**config.mk**
```make
export PLATFORM = sky130hd
export DESIGN_NAME = regfile_wb_arbiter_flat
export DESIGN_NICKNAME = d
export VERILOG_FILES = /design/src/rtl/regfile_wb_arbiter_pkg.sv /design/src/rtl/regfile_wb_arbiter_if.sv /design/src/rtl/regfile_wb_arbiter_wb_scoreboard.sv /design/src/rtl/regfile_wb_arbiter.sv /design/src/flat_wrapper.sv
export SDC_FILE = /design/constraint.sdc
export NUM_CORES = 1
export LEC_CHECK = 0
export BUFFER_PORTS_ARGS = -buffer_cell sky130_fd_sc_hd__clkbuf_2
export CAP_MARGIN = 20
export CORE_MARGIN = 2
export CORE_UTILIZATION = 53
export DETAILED_ROUTE_END_ITERATION = 6
export GPL_TIMING_DRIVEN = 0
export HOLD_SLACK_MARGIN = 0.08
export MAX_ROUTING_LAYER = met4
export PLACE_DENSITY = 0.88
export SYNTH_ARGS = -nofsm -noshare
export SYNTH_HDL_FRONTEND = slang
export SYNTH_SLANG_ARGS = --single-unit
export TNS_END_PERCENT = 5
```
**constraint.sdc**
```tcl
create_clock -name clk -period 5.3 [get_ports clk]
set_input_delay 1.06 -clock clk [delete_from_list [all_inputs] [get_ports clk]]
set_output_delay 1.06 -clock clk [all_outputs]
set_load 0.02 [all_outputs]
```
**src/rtl/regfile_wb_arbiter_pkg.sv**
```systemverilog
// Shared CPU writeback definitions: default widths and the arbiter priority states.
// Pure declarations; no logic, latency or flow control of its own.
package regfile_wb_arbiter_pkg;

    localparam int DATA_WIDTH_DEF = 32;
    localparam int ADDR_WIDTH_DEF = 5;

    typedef enum logic {
        PRIO_ALU = 1'b0,
        PRIO_MEM = 1'b1
    } prio_t;

endpackage

```
**src/rtl/regfile_wb_arbiter_if.sv**
```systemverilog
// Writeback bundle: ALU/load requests, issue/hazard lookup and register-file write port.
// Requesters hold valid/addr/data until they see ready; the write port has no backpressure.
interface regfile_wb_if
    import regfile_wb_arbiter_pkg::*;
#(
    parameter int DATA_WIDTH = DATA_WIDTH_DEF,
    parameter int ADDR_WIDTH = ADDR_WIDTH_DEF
) ();

    logic                  alu_valid;
    logic                  alu_ready;
    logic [ADDR_WIDTH-1:0] alu_addr;
    logic [DATA_WIDTH-1:0] alu_data;

    logic                  mem_valid;
    logic                  mem_ready;
    logic [ADDR_WIDTH-1:0] mem_addr;
    logic [DATA_WIDTH-1:0] mem_data;

    logic                  issue_valid;
    logic [ADDR_WIDTH-1:0] issue_addr;

    logic [ADDR_WIDTH-1:0] rs1_addr;
    logic [ADDR_WIDTH-1:0] rs2_addr;
    logic                  rs1_busy;
    logic                  rs2_busy;

    logic                  reg_write;
    logic [ADDR_WIDTH-1:0] write_addr;
    logic [DATA_WIDTH-1:0] write_data;

    modport master (
        output alu_valid, alu_addr, alu_data,
        output mem_valid, mem_addr, mem_data,
        output issue_valid, issue_addr,
        output rs1_addr, rs2_addr,
        input  alu_ready, mem_ready,
        input  rs1_busy, rs2_busy,
        input  reg_write, write_addr, write_data
    );

    modport slave (
        input  alu_valid, alu_addr, alu_data,
        input  mem_valid, mem_addr, mem_data,
        input  issue_valid, issue_addr,
        input  rs1_addr, rs2_addr,
        output alu_ready, mem_ready,
        output rs1_busy, rs2_busy,
        output reg_write, write_addr, write_data
    );

endinterface

```
**src/rtl/regfile_wb_arbiter_wb_scoreboard.sv**
```systemverilog
// Pending-write scoreboard: one busy bit per register, set on issue, cleared on commit.
// Lookups are combinational; a set landing on the same edge as a clear wins. No backpressure.
module wb_scoreboard
    import regfile_wb_arbiter_pkg::*;
#(
    parameter int ADDR_WIDTH = ADDR_WIDTH_DEF
) (
    input  logic                  clk,
    input  logic                  rst,
    input  logic                  issue_valid,
    input  logic [ADDR_WIDTH-1:0] issue_addr,
    input  logic                  clr_valid,
    input  logic [ADDR_WIDTH-1:0] clr_addr,
    input  logic [ADDR_WIDTH-1:0] rs1_addr,
    input  logic [ADDR_WIDTH-1:0] rs2_addr,
    output logic                  rs1_busy,
    output logic                  rs2_busy
);

    localparam int NREG = 1 << ADDR_WIDTH;

    logic [NREG-1:0] busy;
    logic [NREG-1:0] busy_nxt;
    logic [NREG-1:0] set_mask;
    logic [NREG-1:0] clr_mask;

    always_comb begin
        set_mask = '0;
        clr_mask = '0;
        if (issue_valid) begin
            set_mask[issue_addr] = 1'b1;
        end
        if (clr_valid) begin
            clr_mask[clr_addr] = 1'b1;
        end
        // Clear before set so a re-issue on the commit edge keeps the bit;
        // r0 is hardwired, so its bit never leaves zero.
        busy_nxt    = (busy & ~clr_mask) | set_mask;
        busy_nxt[0] = 1'b0;
    end

    always_ff @(posedge clk or posedge rst) begin
        if (rst) begin
            busy <= '0;
        end else begin
            busy <= busy_nxt;
        end
    end

    assign rs1_busy = busy[rs1_addr];
    assign rs2_busy = busy[rs2_addr];

endmodule

```
**src/rtl/regfile_wb_arbiter.sv**
```systemverilog
// Two-requester (ALU/load) register-file writeback arbiter with alternating priority and hazard scoreboard.
// Grant is same-cycle combinational, write lands 1 cycle later; the loser stalls holding its request.
module regfile_wb_arbiter
    import regfile_wb_arbiter_pkg::*;
#(
    parameter int DATA_WIDTH = DATA_WIDTH_DEF,
    parameter int ADDR_WIDTH = ADDR_WIDTH_DEF
) (
    input  logic         clk,
    input  logic         rst,
    regfile_wb_if.slave  wb
);

    prio_t                 prio_q;
    prio_t                 prio_d;
    logic                  alu_grant;
    logic                  mem_grant;
    logic                  win_valid;
    logic [ADDR_WIDTH-1:0] win_addr;
    logic [DATA_WIDTH-1:0] win_data;

    always_ff @(posedge clk or posedge rst) begin
        if (rst) begin
            prio_q <= PRIO_ALU;
        end else begin
            prio_q <= prio_d;
        end
    end

    always_comb begin
        prio_d    = prio_q;
        alu_grant = 1'b0;
        mem_grant = 1'b0;
        win_valid = 1'b0;
        win_addr  = wb.alu_addr;
        win_data  = wb.alu_data;
        if (!rst) begin
            if (wb.alu_valid && (!wb.mem_valid || prio_q == PRIO_ALU)) begin
                alu_grant = 1'b1;
            end else if (wb.mem_valid) begin
                mem_grant = 1'b1;
            end
        end
        // Priority passes to whichever side did not just win.
        if (alu_grant) begin
            prio_d    = PRIO_MEM;
            win_valid = 1'b1;
        end else if (mem_grant) begin
            prio_d    = PRIO_ALU;
            win_valid = 1'b1;
            win_addr  = wb.mem_addr;
            win_data  = wb.mem_data;
        end
    end

    assign wb.alu_ready = alu_grant;
    assign wb.mem_ready = mem_grant;

    always_ff @(posedge clk or posedge rst) begin
        if (rst) begin
            wb.reg_write  <= 1'b0;
            wb.write_addr <= '0;
            wb.write_data <= '0;
        end else begin
            // Writes to r0 are consumed but never reach the register file.
            wb.reg_write <= win_valid && (win_addr != '0);
            if (win_valid) begin
                wb.write_addr <= win_addr;
                wb.write_data <= win_data;
            end
        end
    end

    wb_scoreboard #(
        .ADDR_WIDTH (ADDR_WIDTH)
    ) u_scoreboard (
        .clk         (clk),
        .rst         (rst),
        .issue_valid (wb.issue_valid && (wb.issue_addr != '0)),
        .issue_addr  (wb.issue_addr),
        .clr_valid   (wb.reg_write),
        .clr_addr    (wb.write_addr),
        .rs1_addr    (wb.rs1_addr),
        .rs2_addr    (wb.rs2_addr),
        .rs1_busy    (wb.rs1_busy),
        .rs2_busy    (wb.rs2_busy)
    );

endmodule

```
**src/flat_wrapper.sv**
```systemverilog
// flat-port wrapper written by rule: the top's interface ports become plain ports
module regfile_wb_arbiter_flat import regfile_wb_arbiter_pkg::*;
#(
    parameter int DATA_WIDTH = DATA_WIDTH_DEF,
    parameter int ADDR_WIDTH = ADDR_WIDTH_DEF
)
  (clk, rst, wb_alu_valid, wb_alu_addr, wb_alu_data, wb_mem_valid, wb_mem_addr, wb_mem_data, wb_issue_valid, wb_issue_addr, wb_rs1_addr, wb_rs2_addr, wb_alu_ready, wb_mem_ready, wb_rs1_busy, wb_rs2_busy, wb_reg_write, wb_write_addr, wb_write_data);
  regfile_wb_if #(.DATA_WIDTH(DATA_WIDTH), .ADDR_WIDTH(ADDR_WIDTH)) wb_i ();
  input  logic clk;
  input  logic rst;
  input wire logic [$bits(wb_i.alu_valid)-1:0] wb_alu_valid;
  input wire logic [$bits(wb_i.alu_addr)-1:0] wb_alu_addr;
  input wire logic [$bits(wb_i.alu_data)-1:0] wb_alu_data;
  input wire logic [$bits(wb_i.mem_valid)-1:0] wb_mem_valid;
  input wire logic [$bits(wb_i.mem_addr)-1:0] wb_mem_addr;
  input wire logic [$bits(wb_i.mem_data)-1:0] wb_mem_data;
  input wire logic [$bits(wb_i.issue_valid)-1:0] wb_issue_valid;
  input wire logic [$bits(wb_i.issue_addr)-1:0] wb_issue_addr;
  input wire logic [$bits(wb_i.rs1_addr)-1:0] wb_rs1_addr;
  input wire logic [$bits(wb_i.rs2_addr)-1:0] wb_rs2_addr;
  output wire logic [$bits(wb_i.alu_ready)-1:0] wb_alu_ready;
  output wire logic [$bits(wb_i.mem_ready)-1:0] wb_mem_ready;
  output wire logic [$bits(wb_i.rs1_busy)-1:0] wb_rs1_busy;
  output wire logic [$bits(wb_i.rs2_busy)-1:0] wb_rs2_busy;
  output wire logic [$bits(wb_i.reg_write)-1:0] wb_reg_write;
  output wire logic [$bits(wb_i.write_addr)-1:0] wb_write_addr;
  output wire logic [$bits(wb_i.write_data)-1:0] wb_write_data;
  assign wb_i.alu_valid = wb_alu_valid;
  assign wb_i.alu_addr = wb_alu_addr;
  assign wb_i.alu_data = wb_alu_data;
  assign wb_i.mem_valid = wb_mem_valid;
  assign wb_i.mem_addr = wb_mem_addr;
  assign wb_i.mem_data = wb_mem_data;
  assign wb_i.issue_valid = wb_issue_valid;
  assign wb_i.issue_addr = wb_issue_addr;
  assign wb_i.rs1_addr = wb_rs1_addr;
  assign wb_i.rs2_addr = wb_rs2_addr;
  assign wb_alu_ready = wb_i.alu_ready;
  assign wb_mem_ready = wb_i.mem_ready;
  assign wb_rs1_busy = wb_i.rs1_busy;
  assign wb_rs2_busy = wb_i.rs2_busy;
  assign wb_reg_write = wb_i.reg_write;
  assign wb_write_addr = wb_i.write_addr;
  assign wb_write_data = wb_i.write_data;
  regfile_wb_arbiter #(.DATA_WIDTH(DATA_WIDTH), .ADDR_WIDTH(ADDR_WIDTH)) u_core (.clk(clk), .rst(rst), .wb(wb_i));
endmodule
```
==> flow_summary_export.csv, run 1 <==
group,metric,value,unit
status,status,"finished, violations left",
status,failed_checks,"design-rule violations",
timing,rsz0062_at_grt,"no",
power_and_ir_drop,pwr-share-seq,47.4,%
finish,synthToLayoutAreaGrowth,26.40,%
logic_synthesis,synth_ff_type,"dfrtp_1",
detailed_routing,drt_pass1_iterations,7,
placed_design,place_inst,547,
global_routing,maximum_number_of_pins_on_one_net_before_global_route_repair,72,
critical_path,timing.critical_path.arrival,2.26,ns
floorplan,rows,29,
logic_synthesis,synth.yosys.seq_area_share,49.80,%
placed_design,pre_cts_slack,2.006,ns
finish,layoutNonFillerInstCount,561,
placed_design,port_buffers,131,
clocking,cts_setup_buffers,0,
logic_synthesis,ys_seq_elements,70,
finish,post_route_cell_area,4446,um^2
clocking,post_cts_resized,0,
clocking,cts_tree,"built",
floorplan,die_footprint,7303,um^2
hold_path,min-delay-path-class,"reg -> reg",
timing,max_freq,300.9,MHz
detailed_routing,drt_first_iter_violations,463,
finish,diodes,0,
timing,count_of_pins_over_their_slew_limit,0,
timing,final.min_clock_period,3.323,ns
logic_synthesis,net_count_of_the_mapped_netlist,433,
logic_synthesis,ys_async_sr_fraction,100.0,%
timing,timing.final.crit_share,62.70,%
critical_path,r2r_cells,4,
finish,mostFrequentLayoutCells,"clkbuf_2, dfrtp_1, o21ai_0",
placed_design,postPlaceCellArea,4272,um^2
detailed_routing,detail_route.wl_per_cell,18.32,um
power_and_ir_drop,power_report.internal_total,1.078,mW
hold_path,worst_hold_path.endpoint,"u_core.wb.write_data[6]$_DFFE_PP0P_",
detailed_routing,detail_route.drc_violations,9,
timing,count_of_final_hold_check_violations,0,
critical_path,regToRegSetupSlack,3.67,ns
clocking,holdBufCountCts,0,
timing,timing.setup.tns,0,ns
placed_design,gp_congestion,0.8755,
timing,timing.clock.skew,0.004726,ns
global_routing,vias_in_the_first_global_route,3421,
critical_path,delay_of_the_slowest_critical_path_stage,0.57,ns
placed_design,hpwl,7734,um
power_and_ir_drop,pwr-share-comb,29.2,%
critical_path,crit_path_max_fanout,7,
detailed_routing,vias_per_cell,6.351,
detailed_routing,ant_nets,0,
logic_synthesis,postSynthCellCount,339,
clocking,tritoncts.num_buffers,9,
global_routing,grt_pass1_wl,16330,um
power_and_ir_drop,cellPowerDensity,368.2,nW/um^2
timing,worst-slew-pin-transition,0.8403,ns
logic_synthesis,yosys_warnings,0,
critical_path,r2r_end,"u_core.u_scoreboard.busy[18]$_DFF_PP0_",
logic_synthesis,synth_area_per_cell,10.37,um^2
power_and_ir_drop,sw_frac_of_total,34.15,%
critical_path,critical_path.cell_chain,"buf_6, mux4_1, o2111ai_1, nand4_1, clkbuf_2",
floorplan,die_y,85.46,um
power_and_ir_drop,power.leakage,2.183,nW
clocking,clock_latency,0.34,ns
power_and_ir_drop,power.share.clock,23.4,%
logic_synthesis,synth_cell_types,31,
critical_path,timing.critical_path.required,4.24,ns
critical_path,critical_path_class,"in -> out",
global_routing,globalRoute.totalOverflow,0,
floorplan,fp.coreArea,6386,um^2
finish,area_of_the_multi_input_gates,1523,um^2
floorplan,die_x,85.46,um
global_routing,antenna_found_initial,0,
hold_path,min-delay-start,"u_core.wb.write_data[6]$_DFFE_PP0P_",
clocking,max-clock-path-buffers,2,
critical_path,cp-end-kind,"output port",
hold_path,hold_path_depth,2,
critical_path,startpoint_class_of_the_critical_path,"primary input",
critical_path,crit_path_top_delay_cell,"mux4_1",
floorplan,ios,136,
finish,design.final.nets,575,
detailed_routing,postRouteWirelength,10280,um
global_routing,grt_use_total,29.68,%
floorplan,floorplan.initialDensity,55.07,%
power_and_ir_drop,power.ir.vdd_worst,0.0002547,V
flow_run,timing.max_cap.violations,0,
detailed_routing,detailroute.via_count,3563,
clocking,path_clk_slew,0.06,ns
critical_path,r2r_start,"u_core.wb.write_addr[4]$_DFFE_PP0P_",
finish,seqCellArea,1752,um^2
timing,finalSetupViolations,0,
power_and_ir_drop,power_switching,559.0,uW
finish,leading_cell_type_in_the_layout_fill_and_taps_excluded,"clkbuf_2",
finish,final.fill_count,477,
logic_synthesis,syn_area,3517,um^2
clocking,cell_at_the_root_of_the_clock_tree,"clkbuf_8",
timing,postLayoutSetupSlackWorst,1.977,ns
clocking,clkSinkCount,70,
timing,slew_margin_rel,43.98,%
logic_synthesis,synth_enable_flop_cells,0,
finish,post_route_cells_drive_above_1_share,33.68,%
clocking,ctsHtreeMaxLevel,3,
==> per-stage QoR <==
| step | hold slack (ns) | util (%) | power [mW] |
|---|---|---|---|
| 2_1_floorplan | 0.4760 | - | 1.061 |
| 3_3_place_gp | 0.4715 | 66.85 | 1.219 |
| 3_5_place_dp | 0.4787 | 66.89 | 1.254 |
| 4_1_cts | 0.4961 | 69.61 | 1.632 |
| 5_1_grt | 0.5212 | 69.61 | 1.725 |
| 6_report | 0.4941 | 69.61 | 1.637 |
==> cell families after synthesis <==
| group | after synthesis | synth area share [%] |
|---|---|---|
| AO/OA/AOI/OAI | 120 | 22.63 |
| buffers and inverters | 56 | 6.901 |
| flip-flops | 70 | 49.80 |
| multiplexers | 29 | 10.60 |
| AND/OR/NAND/NOR | 64 | 10.07 |
==> area by class of cell <==
| cell class | count | share of cell area, % |
|---|---|---|
| clock buffer | 13 | 3.800 |
| timing repair buffer | 131 | 14.75 |
| multi-input combinational | 213 | 34.25 |
| sequential | 70 | 39.40 |
| clock inverter | 1 | 0.1126 |
| tap | 77 | 2.167 |
| buffer | 20 | 2.420 |
| inverter | 36 | 3.096 |
==> per-layer routing <==
metal	GRT usage [%]	share of wire, %	wire length [um]	vias to the layer above
met1	35.37	38	3906	1729
met5	-	0	0	-
met4	11.26	2.5	260	0
met3	7.393	9.5	981	32
li1	-	-	-	1570
met2	48.79	50	5131	232
==> cells in the mapped netlist, types with 5 or more instances <==
master / count / area (um^2)
a21oi_1: 7 / 35.03
a222oi_1: 32 / 320.3
buf_2: 5 / 25.02
clkbuf_1: 10 / 37.54
dfrtp_1: 70 / 1752
inv_1: 36 / 135.1
mux2i_1: 23 / 230.2
nand2_1: 12 / 45.04
nand2b_1: 6 / 37.54
nand3_1: 12 / 60.06
nand3b_1: 10 / 75.07
nor2_1: 10 / 37.54
o21ai_0: 68 / 340.3
==> critical path, delay by kind of cell <==
family	cells	cell delay (ns)
buffers and inverters	2	0.29
AOI/OAI and AO/OA	1	0.23
and+or+nand+nor	1	0.12
muxes	1	0.57
==> worst max-delay path by stage <==
| stage | start | to | cells after the start |
|---|---|---|---|
| after floorplan | rst | u_core.wb.write_data[18]$_DFFE_PP0P_ | 5 |
| after global placement | rst | u_core.wb.write_data[23]$_DFFE_PP0P_ | 6 |
| after detailed placement | wb_rs2_addr[0] | wb_rs2_busy | 5 |
| after CTS | wb_rs2_addr[0] | wb_rs2_busy | 5 |
| after global routing | wb_rs2_addr[0] | wb_rs2_busy | 5 |
| final | wb_rs1_addr[0] | wb_rs1_busy | 5 |
==> power by group through the flow <==
| stage | clock [mW] | combinational, mW | sequential (mW) |
|---|---|---|---|
| after floorplan | 0 | 0.259 | 0.802 |
| after global placement | 0 | 0.450 | 0.769 |
| after detailed placement | 0 | 0.473 | 0.781 |
| after CTS | 0.387 | 0.473 | 0.773 |
| after global routing | 0.413 | 0.523 | 0.789 |
| final | 0.383 | 0.477 | 0.776 |
==> registers in the layout (all words and copies together) (netlist names) <==
register,flops
u_core.wb.reg_write,1
u_core.u_scoreboard.busy,31
u_core.wb.write_data,32
u_core.prio_q,1
u_core.wb.write_addr,5
(Power assumes the default switching activity.)
==> inputs of run 2 (changes only) <==
CORE_UTILIZATION = 44   (was 53)
PLACE_DENSITY = 0.78   (was 0.88)
clock period = 2.9 ns   (was 5.3 ns; I/O delays follow)
==> run 2 against run 1 <==
Effect of this change: the run now ends clean; count of clock-buffer cells in the layout decreased by 3; register-to-register slack got worse by 2.3 ns; sequential cell count unchanged; non-clock buffer count is 1 higher; critical endpoint is now u_core.wb.write_data[12]$_DFFE_PP0P_; first-iteration DRC count down 43%; routed wire length up 1.0%; worst setup slack lost 1.5 ns; cell count grew 5.0%; via count shrank 4.1%; utilization is 11 points lower.
==> flow_summary_export.csv, run 2 (synthesis results as in run 1) <==
group,metric,value,unit
power_and_ir_drop,power.ir.vdd_worst,0.0003697,V
global_routing,vias_in_the_first_global_route,3384,
finish,leading_cell_type_in_the_layout_fill_and_taps_excluded,"clkbuf_2",
clocking,clkSinkCount,70,
clocking,ctsHtreeMaxLevel,3,
timing,finalSetupViolations,0,
critical_path,crit_path_max_fanout,36,
detailed_routing,postRouteWirelength,10390,um
critical_path,cp-end-kind,"flop",
detailed_routing,detail_route.wl_per_cell,17.63,um
timing,rsz0062_at_grt,"no",
timing,max_freq,412.9,MHz
critical_path,critical_path.cell_chain,"clkbuf_2, clkinvlp_4, o21ai_1, clkbuf_1, a222oi_1, inv_1",
floorplan,die_footprint,8724,um^2
floorplan,floorplan.initialDensity,45.51,%
critical_path,crit_path_top_delay_cell,"clkinvlp_4",
timing,worst-slew-pin-transition,0.7952,ns
clocking,max-clock-path-buffers,2,
global_routing,maximum_number_of_pins_on_one_net_before_global_route_repair,37,
clocking,clock_latency,0.35,ns
finish,synthToLayoutAreaGrowth,29.70,%
clocking,path_clk_slew,0.08,ns
critical_path,timing.critical_path.arrival,2.71,ns
timing,count_of_final_hold_check_violations,0,
floorplan,ios,136,
detailed_routing,ant_nets,0,
detailed_routing,drt_pass1_iterations,5,
finish,post_route_cells_drive_above_1_share,34.09,%
power_and_ir_drop,power.leakage,2.210,nW
critical_path,timing.critical_path.required,3.18,ns
critical_path,critical_path_class,"in -> reg",
placed_design,port_buffers,131,
power_and_ir_drop,cellPowerDensity,707.1,nW/um^2
floorplan,die_y,93.41,um
floorplan,fp.coreArea,7727,um^2
detailed_routing,detail_route.drc_violations,0,
finish,diodes,0,
timing,fin_worst_hold_slack,0.3788,ns
global_routing,globalRoute.totalOverflow,0,
critical_path,critPathBufInv,4,
clocking,cell_at_the_root_of_the_clock_tree,"clkbuf_8",
global_routing,grt_pass1_wl,16480,um
status,status,"completed",
critical_path,startpoint_class_of_the_critical_path,"primary input",
timing,slew_margin_rel,46.87,%
critical_path,delay_of_the_slowest_critical_path_stage,0.64,ns
clocking,cts_tree,"built",
placed_design,postPlaceCellArea,4324,um^2
timing,final.min_clock_period,2.422,ns
finish,post_route_cell_area,4562,um^2
placed_design,gp_congestion,0.8298,
clocking,post_cts_resized,0,
finish,top_regs,"u_core.wb.write_data (32), u_core.u_scoreboard.busy (31), u_core.wb.write_addr (5)",
detailed_routing,vias_per_cell,5.803,
clocking,holdBufCountCts,0,
placed_design,hpwl,8050,um
hold_path,min-delay-path-class,"in -> async",
global_routing,grt_use_total,25.23,%
critical_path,cp_top_family,"buffers and inverters",
finish,final.fill_count,683,
clocking,cts_setup_buffers,0,
finish,layoutNonFillerInstCount,589,
floorplan,rows,32,
timing,count_of_pins_over_their_slew_limit,0,
detailed_routing,drt_first_iter_violations,262,
timing,timing.clock.skew,0.01373,ns
finish,design.final.nets,576,
finish,layout.core_utilization,59.04,%
global_routing,antenna_found_initial,0,
flow_run,timing.max_cap.violations,0,
placed_design,place_inst,573,
detailed_routing,detailroute.via_count,3418,
finish,mostFrequentLayoutCells,"clkbuf_2, dfrtp_1, o21ai_0",
floorplan,die_x,93.41,um
finish,largest_register_ff_count,32,
clocking,tritoncts.num_buffers,9,
timing,timing.final.crit_share,83.51,%
finish,largest_register,"u_core.wb.write_data",
==> run 2: metrics by stage <==
step | power [mW] | setup WS, ns | TNS [ns]
final | 3.226 | 0.4783 | 0
after global routing | 3.406 | 0.09611 | 0
after CTS | 3.235 | 0.3915 | 0
after detailed placement | 2.295 | 0.05870 | 0
after global placement | 2.241 | -0.6538 | -21.54
after floorplan | 1.939 | 0.2251 | 0
==> run 2: layer usage <==
metal  global-route usage [%]  share of wire [%]
met3                    5.802                8.4
met5                        -                  0
met4                    10.91                3.0
met1                    30.47                 40
met2                    40.77                 48
==> run 2: worst paths after layout <==
kind                       cells past startpoint  slack, ns                                     end                           startpoint
setup / recovery                               6       0.48    u_core.wb.write_data[12]$_DFFE_PP0P_                                  rst
hold / removal                                 2       0.38     u_core.wb.write_data[1]$_DFFE_PP0P_                                  rst
setup reg to reg                               4       1.35  u_core.u_scoreboard.busy[18]$_DFF_PP0_  u_core.wb.write_addr[4]$_DFFE_PP0P_
hold reg to reg                                2       0.51     u_core.wb.write_data[9]$_DFFE_PP0P_  u_core.wb.write_data[9]$_DFFE_PP0P_
max in group asynchronous                      3       1.89  u_core.u_scoreboard.busy[29]$_DFF_PP0_                                  rst
min in group clk                               3       0.44    u_core.wb.write_data[18]$_DFFE_PP0P_                      wb_alu_data[18]
==> run 2: layout make-up <==
class	count	area [um^2]	share of cell area, %
repair buffers	132	675.6	14.81
clock inverters	6	110.1	2.414
inverters	36	138.9	3.044
clock buffers	10	127.6	2.798
flip-flops and latches	70	1752	38.40
multi-input cells	213	1523	33.38
plain buffers	20	107.6	2.359
well taps	102	127.6	2.798
==> run 2: report_power, final <==
| part | internal [mW] | leakage, nW | switching, mW |
|---|---|---|---|
| Sequential | 1.22 | 0.801 | 0.195 |
| Combinational | 0.377 | 1.30 | 0.489 |
| Clock | 0.570 | 0.112 | 0.371 |
| Total | 2.17 | 2.21 | 1.05 |
==> inputs of run 3 (changes only) <==
CORE_UTILIZATION = 49   (was 44)
PLACE_DENSITY = 0.82   (was 0.78)
clock period = 2.5 ns   (was 2.9 ns; I/O delays follow)
==> run 3 against run 2 <==
Effect of this change: largest cell class unchanged; register-to-register slack worse by 0.37 ns; die area is 9.8% lower; first-iteration DRC count is 53% higher; critical path depth is 1 lower; count of clock-buffer cells in the layout is 3 higher.
==> flow_summary_export.csv, run 3 (synthesis results as in run 1) <==
group,metric,value,unit
status,status,"completed",
global_routing,maximum_number_of_pins_on_one_net_before_global_route_repair,42,
global_routing,grt_pass1_wl,16220,um
clocking,clock_latency,0.35,ns
power_and_ir_drop,power.ir.vdd_worst,0.0005607,V
global_routing,grt_use_total,28.13,%
hold_path,min-delay-path-class,"in -> async",
detailed_routing,detail_route.wl_per_cell,17.72,um
timing,final.min_clock_period,2.261,ns
finish,area_of_the_multi_input_gates,1526,um^2
critical_path,timing.critical_path.required,2.00,ns
timing,finalSetupViolations,0,
critical_path,timing.critical_path.arrival,1.76,ns
clocking,cell_at_the_root_of_the_clock_tree,"clkbuf_8",
timing,timing.setup.tns,0,ns
floorplan,die_footprint,7871,um^2
finish,final.fill_count,556,
clocking,cts_setup_buffers,0,
detailed_routing,detailroute.via_count,3457,
placed_design,gp_congestion,0.9002,
finish,mostFrequentLayoutCells,"clkbuf_2, dfrtp_1, o21ai_0",
finish,layoutNonFillerInstCount,582,
detailed_routing,drt_first_iter_violations,400,
finish,post_route_cells_drive_above_1_share,34.16,%
global_routing,globalRoute.totalOverflow,0,
placed_design,place_inst,567,
detailed_routing,drt_pass1_iterations,7,
finish,seqCellArea,1752,um^2
placed_design,postPlaceCellArea,4320,um^2
finish,layout.core_utilization,65.50,%
floorplan,ios,136,
timing,postLayoutSetupSlackWorst,0.2386,ns
placed_design,pre_cts_slack,-0.1417,ns
timing,count_of_final_hold_check_violations,0,
critical_path,crit_path_max_fanout,3,
detailed_routing,vias_per_cell,5.940,
clocking,cts_tree,"built",
clocking,clkSinkCount,70,
finish,synthToLayoutAreaGrowth,27.93,%
clocking,holdBufCountCts,0,
floorplan,floorplan.initialDensity,51.20,%
critical_path,critical_path_class,"reg -> out",
finish,diodes,0,
timing,timing.clock.skew,0.007127,ns
floorplan,die_y,88.72,um
global_routing,vias_in_the_first_global_route,3468,
critical_path,cp-end-kind,"output port",
placed_design,hpwl,7707,um
clocking,tritoncts.num_buffers,9,
clocking,path_clk_slew,0.07,ns
finish,leading_cell_type_in_the_layout_fill_and_taps_excluded,"clkbuf_2",
clocking,post_cts_resized,0,
finish,post_route_cell_area,4499,um^2
timing,count_of_pins_over_their_slew_limit,0,
detailed_routing,ant_nets,0,
floorplan,die_x,88.72,um
power_and_ir_drop,cellPowerDensity,770.2,nW/um^2
power_and_ir_drop,power.leakage,2.190,nW
floorplan,rows,30,
detailed_routing,postRouteWirelength,10310,um
timing,rsz0062_at_grt,"no",
global_routing,antenna_found_initial,0,
clocking,ctsHtreeMaxLevel,3,
timing,timing.final.crit_share,90.46,%
timing,worst-slew-pin-transition,0.7519,ns
floorplan,fp.coreArea,6869,um^2
finish,largest_register,"u_core.wb.write_data",
placed_design,port_buffers,131,
clocking,max-clock-path-buffers,2,
timing,slew_margin_rel,49.60,%
finish,design.final.nets,577,
finish,largest_register_ff_count,32,
timing,max_freq,442.2,MHz
critical_path,startpoint_class_of_the_critical_path,"flop",
finish,top_regs,"u_core.wb.write_data (32), u_core.u_scoreboard.busy (31), u_core.wb.write_addr (5)",
detailed_routing,detail_route.drc_violations,0,
flow_run,timing.max_cap.violations,0,
run 3: where the power goes:
part           switching [mW]  internal, mW
Clock                   0.393         0.429
Combinational           0.571         0.438
Sequential              0.213          1.42
Total                    1.18          2.29
run 3: cell type report:
cell class                      count  area share, %
Buffer                             20          2.392
Timing Repair inverter              1         0.1112
Sequential cell                    70          38.93
Multi-Input combinational cell    213          33.93
Clock buffer                       13          3.754
Inverter                           36          3.087
Tap cell                           96          2.670
Timing Repair Buffer              132          15.02
Clock inverter                      1         0.1112
run 3: worst paths after layout:
kind,start,endpoint,slack [ns],cells past startpoint
min in group clk,wb_alu_data[30],u_core.wb.write_data[30]$_DFFE_PP0P_,0.36,3
worst max register to register,u_core.wb.write_addr[4]$_DFFE_PP0P_,u_core.u_scoreboard.busy[17]$_DFF_PP0_,0.98,4
worst min-delay path,rst,u_core.wb.write_data[31]$_DFFE_PP0P_,0.18,2
max in group asynchronous,rst,u_core.u_scoreboard.busy[24]$_DFF_PP0_,1.80,3
worst max-delay path,u_core.u_scoreboard.busy[23]$_DFF_PP0_,wb_rs1_busy,0.24,5
worst min register to register,u_core.wb.write_data[0]$_DFFE_PP0P_,u_core.wb.write_data[0]$_DFFE_PP0P_,0.50,2
run 3: through the flow:
stage                     total power [mW]  hold slack [ns]
after floorplan                      2.250           0.4760
after global placement               2.594           0.4736
after detailed placement             2.650           0.4801
after CTS                            3.465           0.2824
after global routing                 3.677           0.2159
final                                3.465           0.1801
run 3: critical path: stages, from the launching register on:
cell       delay [ns]
dfrtp_1          0.39
mux4_2           0.48
nand2b_1         0.16
o2111ai_1        0.11
nand4_1          0.11
clkbuf_2         0.17
run 3: layer usage:
metal,track usage [%],vias up,share of wire (%)
li1,-,1571,-
met1,34.54,1668,39
met2,44.84,190,50
met3,6.716,28,8.2
met4,11.43,0,2.8
met5,-,-,0
